<file path="src/rtl/am_radio_broadcast_sequencer_pkg.sv">
// am_radio_pkg
//   Shared definitions for the AM broadcast sequencer: sequencer state
//   encodings (also exported on the status register), the state field width
//   and the status-word bit positions for seq_state and on_air.
package am_radio_pkg;

  localparam int SEQ_STATE_W = 3;

  typedef enum logic [SEQ_STATE_W-1:0] {
    SEQ_IDLE      = 3'd0,
    SEQ_RAMP_UP   = 3'd1,
    SEQ_ON_AIR    = 3'd2,
    SEQ_RAMP_DOWN = 3'd3,
    SEQ_COOLDOWN  = 3'd4,
    SEQ_FAULT     = 3'd5
  } seq_state_e;

  // Status register layout: seq_state in [2:0], on_air in bit 3.
  localparam int STAT_SEQ_STATE_LSB = 0;
  localparam int STAT_ON_AIR_BIT    = STAT_SEQ_STATE_LSB + SEQ_STATE_W;

  // States in which the message BRAM is being read.
  function automatic logic is_streaming(seq_state_e s);
    return (s == SEQ_RAMP_UP) || (s == SEQ_ON_AIR) || (s == SEQ_RAMP_DOWN);
  endfunction

endpackage

</file>
<file path="src/rtl/am_radio_broadcast_sequencer_if.sv">
// am_radio_broadcast_sequencer_if
//   Bundles the sequencer's control inputs and its BRAM / modulator / status
//   outputs.
//   master: control side (drives start_req, abort, sample_tick, message_id,
//           loop_en; observes bram_addr, bram_en, gain, on_air, seq_state, done)
//   slave : the sequencer itself (the reverse directions)
interface am_radio_broadcast_sequencer_if
  import am_radio_pkg::*;
#(
  parameter int SLOT_W   = 10,
  parameter int MSG_ID_W = 4,
  parameter int GAIN_W   = 8
);
  logic                       start_req;
  logic                       abort;
  logic                       sample_tick;
  logic [7:0]                 message_id;
  logic                       loop_en;
  logic [MSG_ID_W+SLOT_W-1:0] bram_addr;
  logic                       bram_en;
  logic [GAIN_W-1:0]          gain;
  logic                       on_air;
  logic [SEQ_STATE_W-1:0]     seq_state;
  logic                       done;

  modport master (
    output start_req, abort, sample_tick, message_id, loop_en,
    input  bram_addr, bram_en, gain, on_air, seq_state, done
  );

  modport slave (
    input  start_req, abort, sample_tick, message_id, loop_en,
    output bram_addr, bram_en, gain, on_air, seq_state, done
  );
endinterface

</file>
<file path="src/rtl/am_radio_broadcast_sequencer_gain_ramp.sv">
// am_gain_ramp
//   Saturating up/down gain counter used for the carrier soft start / stop.
//   Ports: clk, rst_n (async, active-low); up/down step the gain by RAMP_STEP
//   on a tick; clr forces the gain to zero on the next clk regardless of tick.
//   gain is the registered output. at_max / at_zero describe the value gain
//   takes at this clock edge, so the controller can change state on the same
//   edge that the gain reaches its limit.
module am_gain_ramp #(
  parameter int GAIN_W    = 8,
  parameter int GAIN_MAX  = 255,
  parameter int RAMP_STEP = 1
) (
  input  logic              clk,
  input  logic              rst_n,
  input  logic              up,
  input  logic              down,
  input  logic              clr,
  input  logic              tick,
  output logic [GAIN_W-1:0] gain,
  output logic              at_max,
  output logic              at_zero
);
  localparam logic [GAIN_W:0] STEP_X = (GAIN_W+1)'(RAMP_STEP);
  localparam logic [GAIN_W:0] MAX_X  = (GAIN_W+1)'(GAIN_MAX);

  logic [GAIN_W-1:0] gain_q, gain_d;
  logic [GAIN_W:0]   sum_x, up_x;
  logic [GAIN_W-1:0] dn_val;

  always_comb begin
    // One extra bit so the add cannot wrap before saturation.
    sum_x  = {1'b0, gain_q} + STEP_X;
    up_x   = (sum_x > MAX_X) ? MAX_X : sum_x;
    dn_val = ({1'b0, gain_q} > STEP_X) ? (gain_q - STEP_X[GAIN_W-1:0]) : '0;
    gain_d = gain_q;
    if (clr)
      gain_d = '0;
    else if (tick && up)
      gain_d = up_x[GAIN_W-1:0];
    else if (tick && down)
      gain_d = dn_val;
  end

  always_ff @(posedge clk or negedge rst_n) begin
    if (!rst_n) gain_q <= '0;
    else        gain_q <= gain_d;
  end

  assign gain    = gain_q;
  assign at_max  = (gain_d == MAX_X[GAIN_W-1:0]);
  assign at_zero = (gain_d == '0);
endmodule

</file>
<file path="src/rtl/am_radio_broadcast_sequencer.sv">
// am_radio_broadcast_sequencer
//   Sequences one AM broadcast: soft-start / soft-stop carrier gain envelope,
//   message BRAM read addressing ({slot, offset}), cooldown and watchdog fault.
//   Ports: clk, rst_n (async, active-low), bus (slave modport) carrying
//   start_req, abort, sample_tick, message_id, loop_en in and bram_addr,
//   bram_en, gain, on_air, seq_state, done out. All outputs are registered.
module am_radio_broadcast_sequencer
  import am_radio_pkg::*;
#(
  parameter int CLK_FREQ       = 125_000_000,
  parameter int SLOT_W         = 10,
  parameter int MSG_ID_W       = 4,
  parameter int GAIN_W         = 8,
  parameter int GAIN_MAX       = 255,
  parameter int RAMP_STEP      = 1,
  parameter int COOLDOWN_TICKS = 64
) (
  input logic                         clk,
  input logic                         rst_n,
  am_radio_broadcast_sequencer_if.slave bus
);
  localparam int CD_W = (COOLDOWN_TICKS < 2) ? 1 : $clog2(COOLDOWN_TICKS + 1);
  localparam logic [CD_W-1:0]   CD_LOAD = CD_W'(COOLDOWN_TICKS);
  localparam logic [SLOT_W-1:0] OFF_MAX = '1;
  // Clock frequency is informational only.
  localparam int unused_clk_freq = CLK_FREQ;

  seq_state_e          state_q;
  logic [MSG_ID_W-1:0] slot_q;
  logic [SLOT_W-1:0]   off_q;
  logic [CD_W-1:0]     cd_q;
  logic                bram_en_q;
  logic                on_air_q;
  logic                done_q;

  logic              tick;
  logic              at_end;
  logic              end_stop;
  logic              ramp_up, ramp_down, ramp_clr;
  logic              at_max, at_zero;
  logic [GAIN_W-1:0] gain;

  assign tick     = bus.sample_tick;
  assign at_end   = (off_q == OFF_MAX);
  // Last sample of a one-shot message: this tick ends playback.
  assign end_stop = tick && at_end && !bus.loop_en;

  // The tick that turns RAMP_UP around (request dropped or message ended)
  // leaves the gain where it is; the descent starts on the following tick.
  assign ramp_up   = (state_q == SEQ_RAMP_UP) && bus.start_req && !end_stop;
  assign ramp_down = (state_q == SEQ_RAMP_DOWN);
  assign ramp_clr  = bus.abort || (state_q == SEQ_IDLE);

  am_gain_ramp #(
    .GAIN_W   (GAIN_W),
    .GAIN_MAX (GAIN_MAX),
    .RAMP_STEP(RAMP_STEP)
  ) u_gain_ramp (
    .clk    (clk),
    .rst_n  (rst_n),
    .up     (ramp_up),
    .down   (ramp_down),
    .clr    (ramp_clr),
    .tick   (tick),
    .gain   (gain),
    .at_max (at_max),
    .at_zero(at_zero)
  );

  always_ff @(posedge clk or negedge rst_n) begin
    if (!rst_n) begin
      state_q   <= SEQ_IDLE;
      slot_q    <= '0;
      off_q     <= '0;
      cd_q      <= '0;
      bram_en_q <= 1'b0;
      on_air_q  <= 1'b0;
      done_q    <= 1'b0;
    end else begin
      done_q   <= 1'b0;
      on_air_q <= !at_zero;
      if (bus.abort) begin
        state_q   <= SEQ_FAULT;
        bram_en_q <= 1'b0;
        off_q     <= '0;
      end else begin
        if (is_streaming(state_q) && tick) begin
          if (!at_end)          off_q <= off_q + 1'b1;
          else if (bus.loop_en) off_q <= '0;
        end
        case (state_q)
          SEQ_IDLE: begin
            if (bus.start_req) begin
              state_q   <= SEQ_RAMP_UP;
              slot_q    <= bus.message_id[MSG_ID_W-1:0];
              off_q     <= '0;
              bram_en_q <= 1'b1;
            end
          end
          SEQ_RAMP_UP: begin
            if (tick) begin
              if (!bus.start_req || end_stop) state_q <= SEQ_RAMP_DOWN;
              else if (at_max)                state_q <= SEQ_ON_AIR;
            end
          end
          SEQ_ON_AIR: begin
            if (tick && (!bus.start_req || end_stop)) state_q <= SEQ_RAMP_DOWN;
          end
          SEQ_RAMP_DOWN: begin
            if (tick && at_zero) begin
              state_q   <= SEQ_COOLDOWN;
              bram_en_q <= 1'b0;
              cd_q      <= CD_LOAD;
            end
          end
          SEQ_COOLDOWN: begin
            if (tick) begin
              // Counter reaching zero on this tick ends the cooldown.
              if (cd_q <= CD_W'(1)) begin
                state_q <= SEQ_IDLE;
                done_q  <= 1'b1;
              end else begin
                cd_q <= cd_q - 1'b1;
              end
            end
          end
          SEQ_FAULT: begin
            // Software must withdraw the request before the block re-arms.
            if (!bus.start_req) state_q <= SEQ_IDLE;
          end
          default: state_q <= SEQ_IDLE;
        endcase
      end
    end
  end

  generate
    if (MSG_ID_W < 8) begin : g_unused_id
      logic unused_id_bits;
      assign unused_id_bits = ^bus.message_id[7:MSG_ID_W];
    end
  endgenerate

  assign bus.bram_addr = {slot_q, off_q};
  assign bus.bram_en   = bram_en_q;
  assign bus.gain      = gain;
  assign bus.on_air    = on_air_q;
  assign bus.seq_state = state_q;
  assign bus.done      = done_q;
endmodule

</file>
<file path="src/flat_wrapper.sv">
// flat-port wrapper written by rule: the top's interface ports become plain ports
module am_radio_broadcast_sequencer_flat import am_radio_pkg::*;
#(
  parameter int CLK_FREQ       = 125_000_000,
  parameter int SLOT_W         = 10,
  parameter int MSG_ID_W       = 4,
  parameter int GAIN_W         = 8,
  parameter int GAIN_MAX       = 255,
  parameter int RAMP_STEP      = 1,
  parameter int COOLDOWN_TICKS = 64
)
  (clk, rst_n, bus_start_req, bus_abort, bus_sample_tick, bus_message_id, bus_loop_en, bus_bram_addr, bus_bram_en, bus_gain, bus_on_air, bus_seq_state, bus_done);
  am_radio_broadcast_sequencer_if #(.SLOT_W(SLOT_W), .MSG_ID_W(MSG_ID_W), .GAIN_W(GAIN_W)) bus_i ();
  input logic clk;
  input logic rst_n;
  input wire logic [$bits(bus_i.start_req)-1:0] bus_start_req;
  input wire logic [$bits(bus_i.abort)-1:0] bus_abort;
  input wire logic [$bits(bus_i.sample_tick)-1:0] bus_sample_tick;
  input wire logic [$bits(bus_i.message_id)-1:0] bus_message_id;
  input wire logic [$bits(bus_i.loop_en)-1:0] bus_loop_en;
  output wire logic [$bits(bus_i.bram_addr)-1:0] bus_bram_addr;
  output wire logic [$bits(bus_i.bram_en)-1:0] bus_bram_en;
  output wire logic [$bits(bus_i.gain)-1:0] bus_gain;
  output wire logic [$bits(bus_i.on_air)-1:0] bus_on_air;
  output wire logic [$bits(bus_i.seq_state)-1:0] bus_seq_state;
  output wire logic [$bits(bus_i.done)-1:0] bus_done;
  assign bus_i.start_req = bus_start_req;
  assign bus_i.abort = bus_abort;
  assign bus_i.sample_tick = bus_sample_tick;
  assign bus_i.message_id = bus_message_id;
  assign bus_i.loop_en = bus_loop_en;
  assign bus_bram_addr = bus_i.bram_addr;
  assign bus_bram_en = bus_i.bram_en;
  assign bus_gain = bus_i.gain;
  assign bus_on_air = bus_i.on_air;
  assign bus_seq_state = bus_i.seq_state;
  assign bus_done = bus_i.done;
  am_radio_broadcast_sequencer #(.CLK_FREQ(CLK_FREQ), .SLOT_W(SLOT_W), .MSG_ID_W(MSG_ID_W), .GAIN_W(GAIN_W), .GAIN_MAX(GAIN_MAX), .RAMP_STEP(RAMP_STEP), .COOLDOWN_TICKS(COOLDOWN_TICKS)) u_core (.clk(clk), .rst_n(rst_n), .bus(bus_i));
endmodule
</file>
<file path="config.mk">
export PLATFORM = sky130hd
export DESIGN_NAME = am_radio_broadcast_sequencer_flat
export DESIGN_NICKNAME = d
export VERILOG_FILES = /design/src/rtl/am_radio_broadcast_sequencer_pkg.sv /design/src/rtl/am_radio_broadcast_sequencer_if.sv /design/src/rtl/am_radio_broadcast_sequencer_gain_ramp.sv /design/src/rtl/am_radio_broadcast_sequencer.sv /design/src/flat_wrapper.sv
export SDC_FILE = /design/constraint.sdc
export NUM_CORES = 1
export LEC_CHECK = 0
export ABC_AREA = 1
export CORE_MARGIN = 5
export CORE_UTILIZATION = 25
export DETAILED_ROUTE_END_ITERATION = 16
export GPL_ROUTABILITY_DRIVEN = 0
export SYNTH_ARGS = -nofsm -noshare
export SYNTH_HDL_FRONTEND = slang
export SYNTH_HIERARCHICAL = 1
export SYNTH_SLANG_ARGS = --single-unit
</file>
<file path="constraint.sdc">
create_clock -name clk -period 2.9 [get_ports clk]
set_clock_uncertainty 0.1 [all_clocks]
set_input_delay 0.29 -clock clk [delete_from_list [all_inputs] [get_ports clk]]
set_output_delay 0.29 -clock clk [all_outputs]
set_load 0.02 [all_outputs]
</file>
; ---- Yosys cells after proc, flatten, opt, wreduce, memory -nomap -nowiden
; Index checks and enable logic that the tools add are counted.
[op_classes]
addsub = 4
magnitude_cmp = 3
n_eq_ne = 18
n_mux = 34
bitwise_logic = 1
reduce_logical = 25
[op_table]
columns = operator, count
row1 = $mux 10, 6
row2 = $mux 8, 5
row3 = $mux 3, 10
row4 = $mux 7, 3
row5 = $pmux 3 s6, 1
row6 = $ne 3x3->1 const B, 5
row7 = $pmux 7 s2, 1
row8 = $add 10x1->10 const B, 1
row9 = $eq 10x10->1 const B, 1
row10 = $add 8x1->9 const B, 1
row11 = $gt 9x8->1 const B, 1
row12 = $logic_and 1x1->1, 9
row13 = $eq 8x8->1 const B, 1
row14 = $gt 8x1->1 const B, 1
row15 = $logic_not 8->1, 1
row16 = $reduce_and 8->1, 1
row17 = $sub 8x1->8 const B, 1
row18 = $le 7x1->1 const B, 1
row19 = $mux 1, 7
row20 = $sub 7x1->7 const B, 1
row21 = $eq 3x2->1 const B, 2
row22 = $eq 3x3->1 const B, 2
row23 = $ne 3x2->1 const B, 2
row24 = $reduce_and 3->1, 2
row25 = 12 further kinds, 19
[word_totals]
reg_bits = 35
input_bits = 14
output_inout_bits = 28
word_cells = 93

; ---- Logic depth before layout (Yosys ltp)
; Gate-level depths: netlist of run 1.
[logic_depth]
word_depth = 14
depth_mapped = 27
ltp_nobuf = 27

; ---- Modules after synthesis
; Netlist of run 1, hierarchy kept.
[modules_own_cells]
columns = module, instances, cells_per_inst, area_per_inst_um2
row1 = am_radio_broadcast_sequencer, 1, 207, 1606.5
row2 = am_gain_ramp, 1, 156, 879.6

; ---- Worst setup path after synthesis of run 1
; No wires, ideal clock.
[synth_path]
path_type = reg2reg
start = reg u_core.off_q[0]
end = reg u_core.state_q[0], in the netlist u_core/bus.seq_state[0]
arrival_time_ps = 2789
t_required_ps = 2682
setup_slack_ps = -107
path_stages_with_launch = 26
path_buffers = 0
synth_period_minus_slack_ps = 3007
cell_sequence = dfrtp_1 ha_1 nand2_1 nor2_1 nand2_1 nor2_2 nand3_1 nand2_1 nor2_1 nand2_1 inv_1 nand2_2 inv_2 a21oi_1 nand2_1 nor2_1 nand2_1 nor2_1 a21boi_0 nor2_1 nand2_1 nand3_1 nand2_1 nand2_1 nand2_1 nand2_1
[synth_rtl]
columns = item, line_no
row1 = from (decl), am_radio_broadcast_sequencer.sv:30  ; logic [SLOT_W-1:0] off_q;
row2 = from (signal assigned), am_radio_broadcast_sequencer.sv:88  ; if (!at_end) off_q <= off_q + 1'b1;
row3 = $eq 10x10->1, am_radio_broadcast_sequencer.sv:44  ; assign at_end = (off_q == OFF_MAX);
row4 = $logic_and 1x1->1 (2 in a row), am_radio_broadcast_sequencer.sv:46  ; assign end_stop = tick && at_end && !bus.loop_en;
row5 = $logic_not 1->1, am_radio_broadcast_sequencer.sv:50  ; assign ramp_up = (state_q == SEQ_RAMP_UP) && bus.start_req && !end_stop;
row6 = $logic_and 1x1->1, am_radio_broadcast_sequencer.sv:50
row7 = named net u_core.ramp_up, am_radio_broadcast_sequencer.sv:39  ; logic ramp_up, ramp_down, ramp_clr;
row8 = $logic_and 1x1->1, am_radio_broadcast_sequencer_gain_ramp.sv:38  ; else if (tick && up)
row9 = $mux 8, am_radio_broadcast_sequencer_gain_ramp.sv:38
row10 = $mux 8, am_radio_broadcast_sequencer_gain_ramp.sv:36  ; if (clr)
row11 = $eq 8x8->1, am_radio_broadcast_sequencer_gain_ramp.sv:50  ; assign at_max = (gain_d == MAX_X[GAIN_W-1:0]);
row12 = named net u_core.at_max, am_radio_broadcast_sequencer.sv:40  ; logic at_max, at_zero;
row13 = $ne 4x3->1 (no source line), -
row14 = $reduce_and 8->1 (no source line), -
row15 = to (signal assigned), am_radio_broadcast_sequencer.sv:72  ; state_q <= SEQ_IDLE;
row16 = to (signal assigned), am_radio_broadcast_sequencer.sv:83  ; state_q <= SEQ_FAULT;
row17 = to (signal assigned), am_radio_broadcast_sequencer.sv:94  ; state_q <= SEQ_RAMP_UP;
row18 = to (decl), am_radio_broadcast_sequencer.sv:28  ; seq_state_e state_q;
; The timed path passes the listed nets, and every way through them passes these cells. The select of a mux whose other input is x is not followed.
; A chain may end at the register's enable or synchronous reset.

; ---- Worst setup path after layout of run 1
[layout_path]
start = reg u_core.off_q[1]
end = reg u_core.state_q[0], in the netlist u_core/bus.seq_state[0]
[layout_via]
elab_chain_len = 12
[layout_lines]
columns = item, line_no
row1 = $eq 10x10->1, am_radio_broadcast_sequencer.sv:44
row2 = $logic_and 1x1->1 (2 in a row), am_radio_broadcast_sequencer.sv:46
row3 = $logic_not 1->1, am_radio_broadcast_sequencer.sv:50
row4 = $logic_and 1x1->1, am_radio_broadcast_sequencer.sv:50
row5 = named net u_core.ramp_up, am_radio_broadcast_sequencer.sv:39
row6 = $logic_and 1x1->1, am_radio_broadcast_sequencer_gain_ramp.sv:38
row7 = $mux 8, am_radio_broadcast_sequencer_gain_ramp.sv:38
row8 = $mux 8, am_radio_broadcast_sequencer_gain_ramp.sv:36
row9 = $logic_not 8->1, am_radio_broadcast_sequencer_gain_ramp.sv:51  ; assign at_zero = (gain_d == '0);
row10 = named net u_core.at_zero, am_radio_broadcast_sequencer.sv:40
row11 = $logic_and 1x1->1, am_radio_broadcast_sequencer.sv:110  ; if (tick && at_zero) begin
row12 = $ne 3x2->1 (no source line), -
row13 = $reduce_and 8->1 (no source line), -
row14 = to (signal assigned), am_radio_broadcast_sequencer.sv:107  ; if (tick && (!bus.start_req || end_stop)) state_q <= SEQ_RAMP_DOWN;
row15 = to (signal assigned), am_radio_broadcast_sequencer.sv:111  ; state_q <= SEQ_COOLDOWN;
row16 = to (signal assigned), am_radio_broadcast_sequencer.sv:120  ; state_q <= SEQ_IDLE;
; The timed path passes the listed nets, and every way through them passes these cells. The select of a mux whose other input is x is not followed.

==> results of run 1 <==
worst max-delay path: cells and delay by family (launching register included):
family	cells	cell delay, ns
AOI/OAI and AO/OA	1	0.09
DFF	1	0.43
and+or+nand+nor	21	1.59
adders and majority gates	1	0.18
buffers and inverters	4	0.33
where the power goes:
group	switching (mW)	internal, mW	leakage, nW	total, mW
registers	0.129	0.617	0.461	0.746
clock network	0.174	0.217	0.0515	0.391
logic	0.850	0.624	1.17	1.47
total	1.15	1.46	1.68	2.61
area by class of cell:
cell class              instances  area [um2]  area share, %
inverters                      53         201           5.69
clock buffers                   8         100           2.83
well taps                     133         166           4.70
flip-flops and latches         35         880           24.8
repair buffers                 77         669           18.9
multi-input cells             273        1530           43.1
stage by stage:
stage	utilization (%)	area (um2)	total power, mW	hold WS [ns]	cells
6_report	36.4	3540	2.61	-0.00620	579
5_1_grt	36.4	3540	2.83	0.0587	579
4_1_cts	34.6	3360	2.48	0.0198	572
3_5_place_dp	33.3	3240	2.06	0.334	563
3_3_place_gp	33.3	3240	2.03	0.322	563
2_1_floorplan	-	2490	1.57	-0.106	363
state kept, by name (all words and copies together), names as in the netlist:
signal,count
u_core/bus.bram_en,1
u_core/bus.done,1
u_core/bus.on_air,1
u_core/bus.seq_state,3
u_core/cd_q,7
u_core/off_q,10
u_core/slot_q,4
u_core/u_gain_ramp/gain,8
cell usage after synthesis, types with 3 or more instances:
cell type and n:
nand2_1 107, inv_1 47, nor2_1 37, dfrtp_1 35, nand3_1 28, o21ai_0 22, a21oi_1 18, nand4_1 11
ha_1 6, nor2_2 6, inv_2 5, nand2_2 5, mux2_2 4, xor2_1 4, nand3_2 3, nor2_4 3
path summary, 6_finish.rpt:
check | startpoint | endpoint
setup / recovery | u_core/off_q[1]$_DFF_PN0_ | u_core/bus.seq_state[0]$_DFFE_PN0P_
hold reg to reg | u_core/off_q[4]$_DFF_PN0_ | u_core/off_q[4]$_DFF_PN0_
setup reg to reg | u_core/off_q[1]$_DFF_PN0_ | u_core/bus.seq_state[0]$_DFFE_PN0P_
hold / removal | rst_n | u_core/off_q[4]$_DFF_PN0_
min in group clk | u_core/off_q[4]$_DFF_PN0_ | u_core/off_q[4]$_DFF_PN0_
max in group asynchronous | rst_n | u_core/bus.seq_state[1]$_DFFE_PN0P_
what timing repair did:
action,4_1_cts,5_1_grt
pin swaps,4,24
buffers inserted,1,6
hold buffers,0,0
gates resized for setup,6,39
cloned,0,1
setup endpoints to repair,10,11
cells in the final DEF, fill, tap and decap left out, types with 6 or more instances in the layout:
cell,count
nor2_2,7
nand2_1,95
inv_1,46
nand4_1,11
clkdlybuf4s50_1,36
buf_4,39
clkbuf_8,7
a21oi_1,14
o21ai_1,6
nor2_4,8
nor2_1,32
nand2_2,15
dfrtp_1,32
o21ai_0,17
nand3_1,25
kinds of logic (layout without fill, tap and decap cells):
logic type / after synthesis / in the layout / share of synthesized area (%)
compound gates: 52 / 52 / 11.6
flops: 35 / 35 / 35.2
fa+ha+maj: 6 / 6 / 3.02
simple gates: 204 / 205 / 37.0
mux: 4 / 4 / 1.81
buf+inv: 56 / 138 / 9.21
xor+xnor: 6 / 6 / 2.11
layer usage:
| metal | wire (um) | part of all wire (%) | global-route usage, % | up-vias |
|---|---|---|---|---|
| li1 | - | - | - | 1331 |
| met1 | 3200 | 46 | 15.7 | 1245 |
| met2 | 3360 | 48 | 19.0 | 61 |
| met3 | 317 | 4.5 | 3.23 | 17 |
| met4 | 98 | 1.4 | 1.69 | 0 |
| met5 | 0 | 0 | 0 | - |
==> results_dict.tcl, run 1 <==
set metrics [dict create \
    syn_inst 363 \
    areaGrowthSynthToFinish_pct 42.5 \
    grt_max_degree 36 \
    dr.pass1.iters 4 \
    clockBufferDepth 2 \
    filler_cell_count 1041 \
    p_leak_nw 1.68 \
    required_ns 3.03 \
    grt_usage_pct 11.7 \
    endpoint_kind "register" \
    cp_slowest_cell "dfrtp_2" \
    synth_cell_type_count 33 \
    io_buffers 37 \
    min_path_type "input pin to asynchronous set/reset pin" \
    syn-cell-area_mm2 0.00249 \
    die_x_um 110 \
    rsz0062_at_grt "true" \
    critPathMaxFanout 5 \
    cts-htree-levels 2 \
    start_kind "register" \
    first_global_vias 2477 \
    whs_ns -0.00620 \
    synth_top_area_cell "dfrtp_1" \
    routed_wl_um 6970 \
    fin_crit_ns 2.78 \
    layout-drive-gt1-share_pct 24.4 \
    max_slew_margin_pct 45.6 \
    cts_inserted_buffers 5 \
    reg2reg_slack_ns 0.12 \
    drtIter0Drc 116 \
    antenna_found_initial 0 \
    setup_slack_ns 0.115 \
    irDropWorstVdd_v 0.000341 \
    r2r_cells 27 \
    ys_ff_latch 35 \
    cts_tree "yes" \
    yosysWarnings 6 \
    final_antenna_net_count 0 \
    drv_slew 0 \
    critPathMaxStageDelay_ns 0.43 \
    timing.final.crit_share_pct 96.0 \
    dp_hpwl_um 5130 \
    drv_cap 0 \
    start_util_pct 25.6 \
    finalSetupTns_ns 0 \
    tightest_slew_ns 0.816 \
    yosysSeqAreaShare_pct 35.2 \
    pre_cts_ws_ns -0.0937 \
    arrival_ns 2.91 \
    cts.sinks 35 \
    synth_top_area_share_pct 35.2 \
    clkLatencyLatePin_ns 0.28 \
    grt_pass1_wl_um 11400 \
    p_per_area_mw_per_mm2 737 \
    path_class "register to register" \
    dieArea_mm2 0.0120 \
    synthTopCellsByArea "dfrtp_1, nand2_1, inv_1, nand3_1, nor2_1" \
    root_buffer "clkbuf_8" \
    vias 2654 \
    via_per_inst 4.58 \
    fmax_mhz 359 \
    failed_checks "negative hold slack" \
    run_status "finished with violations" \
    synth_ff_type "dfrtp_1" \
    num_antenna_cells 0 \
    boundaryPins 42 \
    synth_edf_count 0 \
    crit_top_cell "nand2_2" \
    setup-violations-final 0 \
    drc_errors 0 \
    hold_viol 10 \
    clk_pin_slew_ns 0.07 \
    syn-num-nets 383 \
    core_area_mm2 0.00973 \
    grt_overflow 0 \
    synthArstFlopShare_pct 100 \
    drt-wirelength-per-cell_um 12.0 \
    rows 36 \
    syn_area_per_cell_um2 6.85 \
    die_h_um 110 \
    layout.nets 465 \
]
Note: power is estimated with default switching activity, not from simulation.
==> inputs of run 2 (changes only) <==
--- a/config.mk
+++ b/config.mk
@@ -10,6 +10,7 @@
 export CORE_UTILIZATION = 25
 export DETAILED_ROUTE_END_ITERATION = 16
 export GPL_ROUTABILITY_DRIVEN = 0
+export PLACE_DENSITY_LB_ADDON = 0.25
 export SYNTH_ARGS = -nofsm -noshare
 export SYNTH_HDL_FRONTEND = slang
 export SYNTH_HIERARCHICAL = 1
==> results_dict.tcl, run 2 (synthesized netlist as in run 1, its figures left out) <==
set metrics [dict create \
    run_status "finished with violations" \
    failed_checks "negative hold slack" \
    drv_slew 0 \
    irDropWorstVdd_v 0.000222 \
    start_util_pct 25.6 \
    endpoint_kind "register" \
    stdcell_area_mm2 0.00341 \
    arrival_ns 2.87 \
    hold_buffers 0 \
    dr.pass1.iters 4 \
    max_slew_margin_pct 44.1 \
    grt_overflow 0 \
    path_class "register to register" \
    antenna_found_initial 0 \
    clkLatencyLatePin_ns 0.29 \
    p_per_area_mw_per_mm2 718 \
    boundaryPins 42 \
    drv_cap 0 \
    critPathMaxFanout 7 \
    areaGrowthSynthToFinish_pct 37.1 \
    layout-drive-gt1-share_pct 21.5 \
    crit_top_cell "nand2_2" \
    drc_errors 0 \
    fmax_mhz 360 \
    die_x_um 110 \
    via_per_inst 4.45 \
    rsz0062_at_grt "true" \
    grt_usage_pct 11.5 \
    core_area_mm2 0.00973 \
    cp_slowest_cell "dfrtp_2" \
    io_buffers 37 \
    min_path_type "input pin to asynchronous set/reset pin" \
    tightest_slew_ns 0.839 \
    cts_inserted_buffers 5 \
    largest_register_ffs 10 \
    first_global_vias 2565 \
    layout.nets 456 \
    most-common-layout-cells "nand2_1, inv_1, clkdlybuf4s50_1, nor2_1, buf_4" \
    routed_wl_um 6710 \
    die_h_um 110 \
    required_ns 2.99 \
    vias 2538 \
    regMostFlops "u_core/off_q" \
    start_kind "register" \
    clockBufferDepth 2 \
    path_cells "ha_4, nand2_4, nor2_4, nand2_2, nor2_4, nand3_2, nand2_2, nor2_2, nand2_2, inv_2, nand2_2, inv_2, a21oi_1, nand2_1, nand2_1, inv_1, nand2_1, nor2_2, nand2_1, nand2_2, nand3_2, nor2_4, buf_4, o21ai_2" \
    setup-violations-final 0 \
    place_area_mm2 0.00320 \
    drt-wirelength-per-cell_um 11.8 \
    dieArea_mm2 0.0120 \
    mostFrequentLayoutCell "nand2_1" \
    final_antenna_net_count 0 \
    drtIter0Drc 114 \
    p_leak_nw 1.63 \
    totalPowerFinal_mw 2.45 \
    fin_crit_ns 2.78 \
    root_buffer "clkbuf_8" \
    whs_ns -0.00733 \
    timing.final.crit_share_pct 95.9 \
    grt_pass1_wl_um 11200 \
    grt_max_degree 36 \
    critPathMaxStageDelay_ns 0.43 \
    hold_viol 10 \
    rows 36 \
    cts_tree "yes" \
    cts-htree-levels 2 \
    num_antenna_cells 0 \
    clk_pin_slew_ns 0.07 \
    cts.sinks 35 \
    dp_hpwl_um 5080 \
]
run 2: changes by cell type in the layout (fill, tap and decap cells not counted), sizes merged:
cell    change
clkbuf      -1
buf         -9
clkinv      +1
run 2: path summary, 6_finish.rpt:
path	from	endpoint	slack [ns]	depth (start not counted)
min reg2reg	u_core/off_q[4]$_DFF_PN0_	u_core/off_q[4]$_DFF_PN0_	0.39	1
max	u_core/off_q[1]$_DFF_PN0_	u_core/cd_q[2]$_DFFE_PN0P_	0.12	24
min in group clk	u_core/off_q[4]$_DFF_PN0_	u_core/off_q[4]$_DFF_PN0_	0.39	1
max in group asynchronous	rst_n	u_core/u_gain_ramp/gain[0]$_DFF_PN0_	2.12	1
max reg2reg	u_core/off_q[1]$_DFF_PN0_	u_core/cd_q[2]$_DFFE_PN0P_	0.12	24
min	rst_n	u_core/off_q[3]$_DFF_PN0_	-0.007	1
run 2: power breakdown:
group	leakage [nW]	switching (mW)	internal [mW]
clock	0.0422	0.181	0.169
combinational	1.12	0.790	0.556
sequential	0.459	0.134	0.619
total	1.63	1.10	1.34
run 2: critical path, delay by kind of cell (launching register included):
kind,cells,cell delay [ns]
simple gates,17,1.49
flops,1,0.43
buf+inv,4,0.37
fa+ha+maj,1,0.18
compound gates,2,0.11
run 2: layout make-up:
class	instances	area, um2
multi-input combinational	273	1480
inverter	53	199
tap	133	166
clock buffer	7	76.3
timing repair buffer	68	598
sequential	35	882
fill	1080	6320
clock inverter	1	5.00
run 2: what timing repair did:
action / CTS / global route
resized for setup: 8 / 23
pin swaps: 3 / 16
cloned: 0 / 1
buffers inserted: 1 / 2
endpoints found under the setup margin: 11 / 11
run 2: through the flow:
stage               util [%]  worst slack (ns)  setup TNS (ns)  std cells
CTS                     34.0            0.0107               0        567
finish                  35.0             0.120               0        570
detailed placement      32.9            -0.154          -0.848        558
global route            35.0            -0.137          -0.987        570
global placement        32.9            -0.148          -0.807        558
floorplan                  -           0.00411               0        363
run 2: metal layers:
layer / vias up / share of wire, % / track usage (%)
li1: 1313 / - / -
met1: 1173 / 47 / 13.8
met2: 40 / 47 / 20.0
met3: 12 / 4.4 / 2.88
met4: 0 / 1.5 / 4.19
met5: - / 0 / 0
==> inputs of run 3 (changes only) <==
--- a/config.mk
+++ b/config.mk
@@ -11,6 +11,7 @@
 export DETAILED_ROUTE_END_ITERATION = 16
 export GPL_ROUTABILITY_DRIVEN = 0
 export PLACE_DENSITY_LB_ADDON = 0.25
+export SKIP_CTS_REPAIR_TIMING = 1
 export SYNTH_ARGS = -nofsm -noshare
 export SYNTH_HDL_FRONTEND = slang
 export SYNTH_HIERARCHICAL = 1
==> results_dict.tcl, run 3 (synthesized netlist as in run 1, its figures left out) <==
set metrics [dict create \
    run_status "finished with violations" \
    failed_checks "negative hold slack" \
    timing.final.crit_share_pct 96.2 \
    num_antenna_cells 0 \
    critPathMaxFanout 5 \
    drv_cap 0 \
    whs_ns -0.00707 \
    clk_pin_slew_ns 0.07 \
    first_global_vias 2549 \
    cts_tree "yes" \
    fin_crit_ns 2.79 \
    path_buf_inv 2 \
    routed_wl_um 6750 \
    via_per_inst 4.49 \
    grt_max_degree 36 \
    areaGrowthSynthToFinish_pct 39.2 \
    crit_top_cell "nand2_2" \
    place_area_mm2 0.00320 \
    hold_viol 9 \
    dieArea_mm2 0.0120 \
    die_h_um 110 \
    io_buffers 37 \
    drv_slew 0 \
    cts_inserted_buffers 5 \
    core_area_mm2 0.00973 \
    largest_register_ffs 10 \
    p_per_area_mw_per_mm2 719 \
    clockBufferDepth 2 \
    arrival_ns 2.88 \
    stdcell_area_mm2 0.00346 \
    rsz0062_at_grt "true" \
    reg2reg_slack_ns 0.11 \
    tightest_slew_ns 0.840 \
    drtIter0Drc 114 \
    start_util_pct 25.6 \
    boundaryPins 42 \
    grt_usage_pct 11.5 \
    fmax_mhz 358 \
    drc_errors 0 \
    required_ns 2.99 \
    clkLatencyLatePin_ns 0.29 \
    most-common-layout-cells "nand2_1, inv_1, clkdlybuf4s50_1, buf_4, nor2_1" \
    r2r_cells 25 \
    root_buffer "clkbuf_8" \
    worst-path-stages 25 \
    endpoint_kind "register" \
    cts.sinks 35 \
    layout.nets 458 \
    dp_hpwl_um 5080 \
    start_kind "register" \
    cp_slowest_cell "dfrtp_2" \
    max_slew_margin_pct 44.0 \
    final_antenna_net_count 0 \
    min_path_type "input pin to asynchronous set/reset pin" \
    setup-violations-final 0 \
    filler_cell_count 1073 \
    regMostFlops "u_core/off_q" \
    grt_overflow 0 \
    layout-drive-gt1-share_pct 24.1 \
    dr.pass1.iters 4 \
    crit_family "simple AND/OR/NAND/NOR gates" \
    antenna_found_initial 0 \
    vias 2568 \
    drt-wirelength-per-cell_um 11.8 \
    critPathMaxStageDelay_ns 0.39 \
    p_leak_nw 1.64 \
    mostFrequentLayoutCell "nand2_1" \
    r2r_start "u_core/off_q[1]$_DFF_PN0_" \
    path_class "register to register" \
    grt_pass1_wl_um 11100 \
    cts-htree-levels 2 \
    reg2reg_to "u_core/bus.seq_state[0]$_DFFE_PN0P_" \
    die_x_um 110 \
    rows 36 \
    irDropWorstVdd_v 0.000228 \
]
run 3: cell count changes in the layout (fill, tap and decap cells not counted), sizes merged:
cell,previous run,this run
buf,32,34
run 3: final cells by class:
class	instances	area, um2	share of cell area, %
multi-input combinational	273	1520	43.8
sequential	35	882	25.5
timing repair buffer	70	613	17.7
inverter	53	201	5.82
tap	133	166	4.81
clock buffer	7	76.3	2.21
clock inverter	1	5.00	0.145
run 3: worst max path at each step:
stage	endpoint	startpoint
2_1_floorplan	u_core/bus.seq_state[0]$_DFFE_PN0P_	u_core/off_q[0]$_DFF_PN0_
3_3_place_gp	u_core/bus.seq_state[2]$_DFFE_PN0P_	u_core/off_q[0]$_DFF_PN0_
3_5_place_dp	u_core/bus.seq_state[1]$_DFFE_PN0P_	u_core/off_q[0]$_DFF_PN0_
4_1_cts	u_core/bus.seq_state[1]$_DFFE_PN0P_	u_core/off_q[0]$_DFF_PN0_
5_1_grt	u_core/bus.seq_state[1]$_DFFE_PN0P_	u_core/off_q[1]$_DFF_PN0_
6_report	u_core/bus.seq_state[0]$_DFFE_PN0P_	u_core/off_q[1]$_DFF_PN0_
run 3: routing by layer:
metal	routed length [um]	share of wire, %	up-vias	GRT usage (%)
li1	-	-	1318	-
met1	3130	46	1183	13.8
met2	3180	47	55	19.8
met3	332	4.9	12	2.88
met4	103	1.5	0	4.19
met5	0	0	-	0
run 3: worst reg2reg max path, stage by stage, from the launching register on:
cell	delay (ns)
dfrtp_2	0.39
ha_4	0.15
nand2_4	0.05
nor2_4	0.09
nand2_2	0.08
nor2_4	0.12
nand3_2	0.08
nand2_2	0.09
nor2_2	0.05
nand2_2	0.11
inv_2	0.07
nand2_2	0.08
inv_4	0.06
a21oi_2	0.13
nand2_2	0.08
nor2_1	0.10
nand2_1	0.06
nor2_1	0.11
a21boi_1	0.17
nor2_1	0.06
nand2_1	0.06
nand3_1	0.09
nand2_2	0.13
nand2_4	0.07
nand2_1	0.06
nand2_1	0.04
run 3: power by group:
group	total, mW	switching [mW]	internal, mW
Clock	0.349	0.181	0.169
Combinational	1.39	0.811	0.576
Sequential	0.753	0.134	0.619
Total	2.49	1.13	1.36
run 3: metrics by stage:
stage	power, mW	instances	worst slack, ns	util (%)	setup TNS [ns]
after floorplan	1.57	363	0.00411	-	0
after global placement	2.01	558	-0.148	32.9	-0.807
after detailed placement	2.02	558	-0.154	32.9	-0.848
after CTS	2.39	566	-0.179	33.8	-1.20
after global routing	2.71	572	-0.125	35.6	-0.789
final	2.49	572	0.110	35.6	0
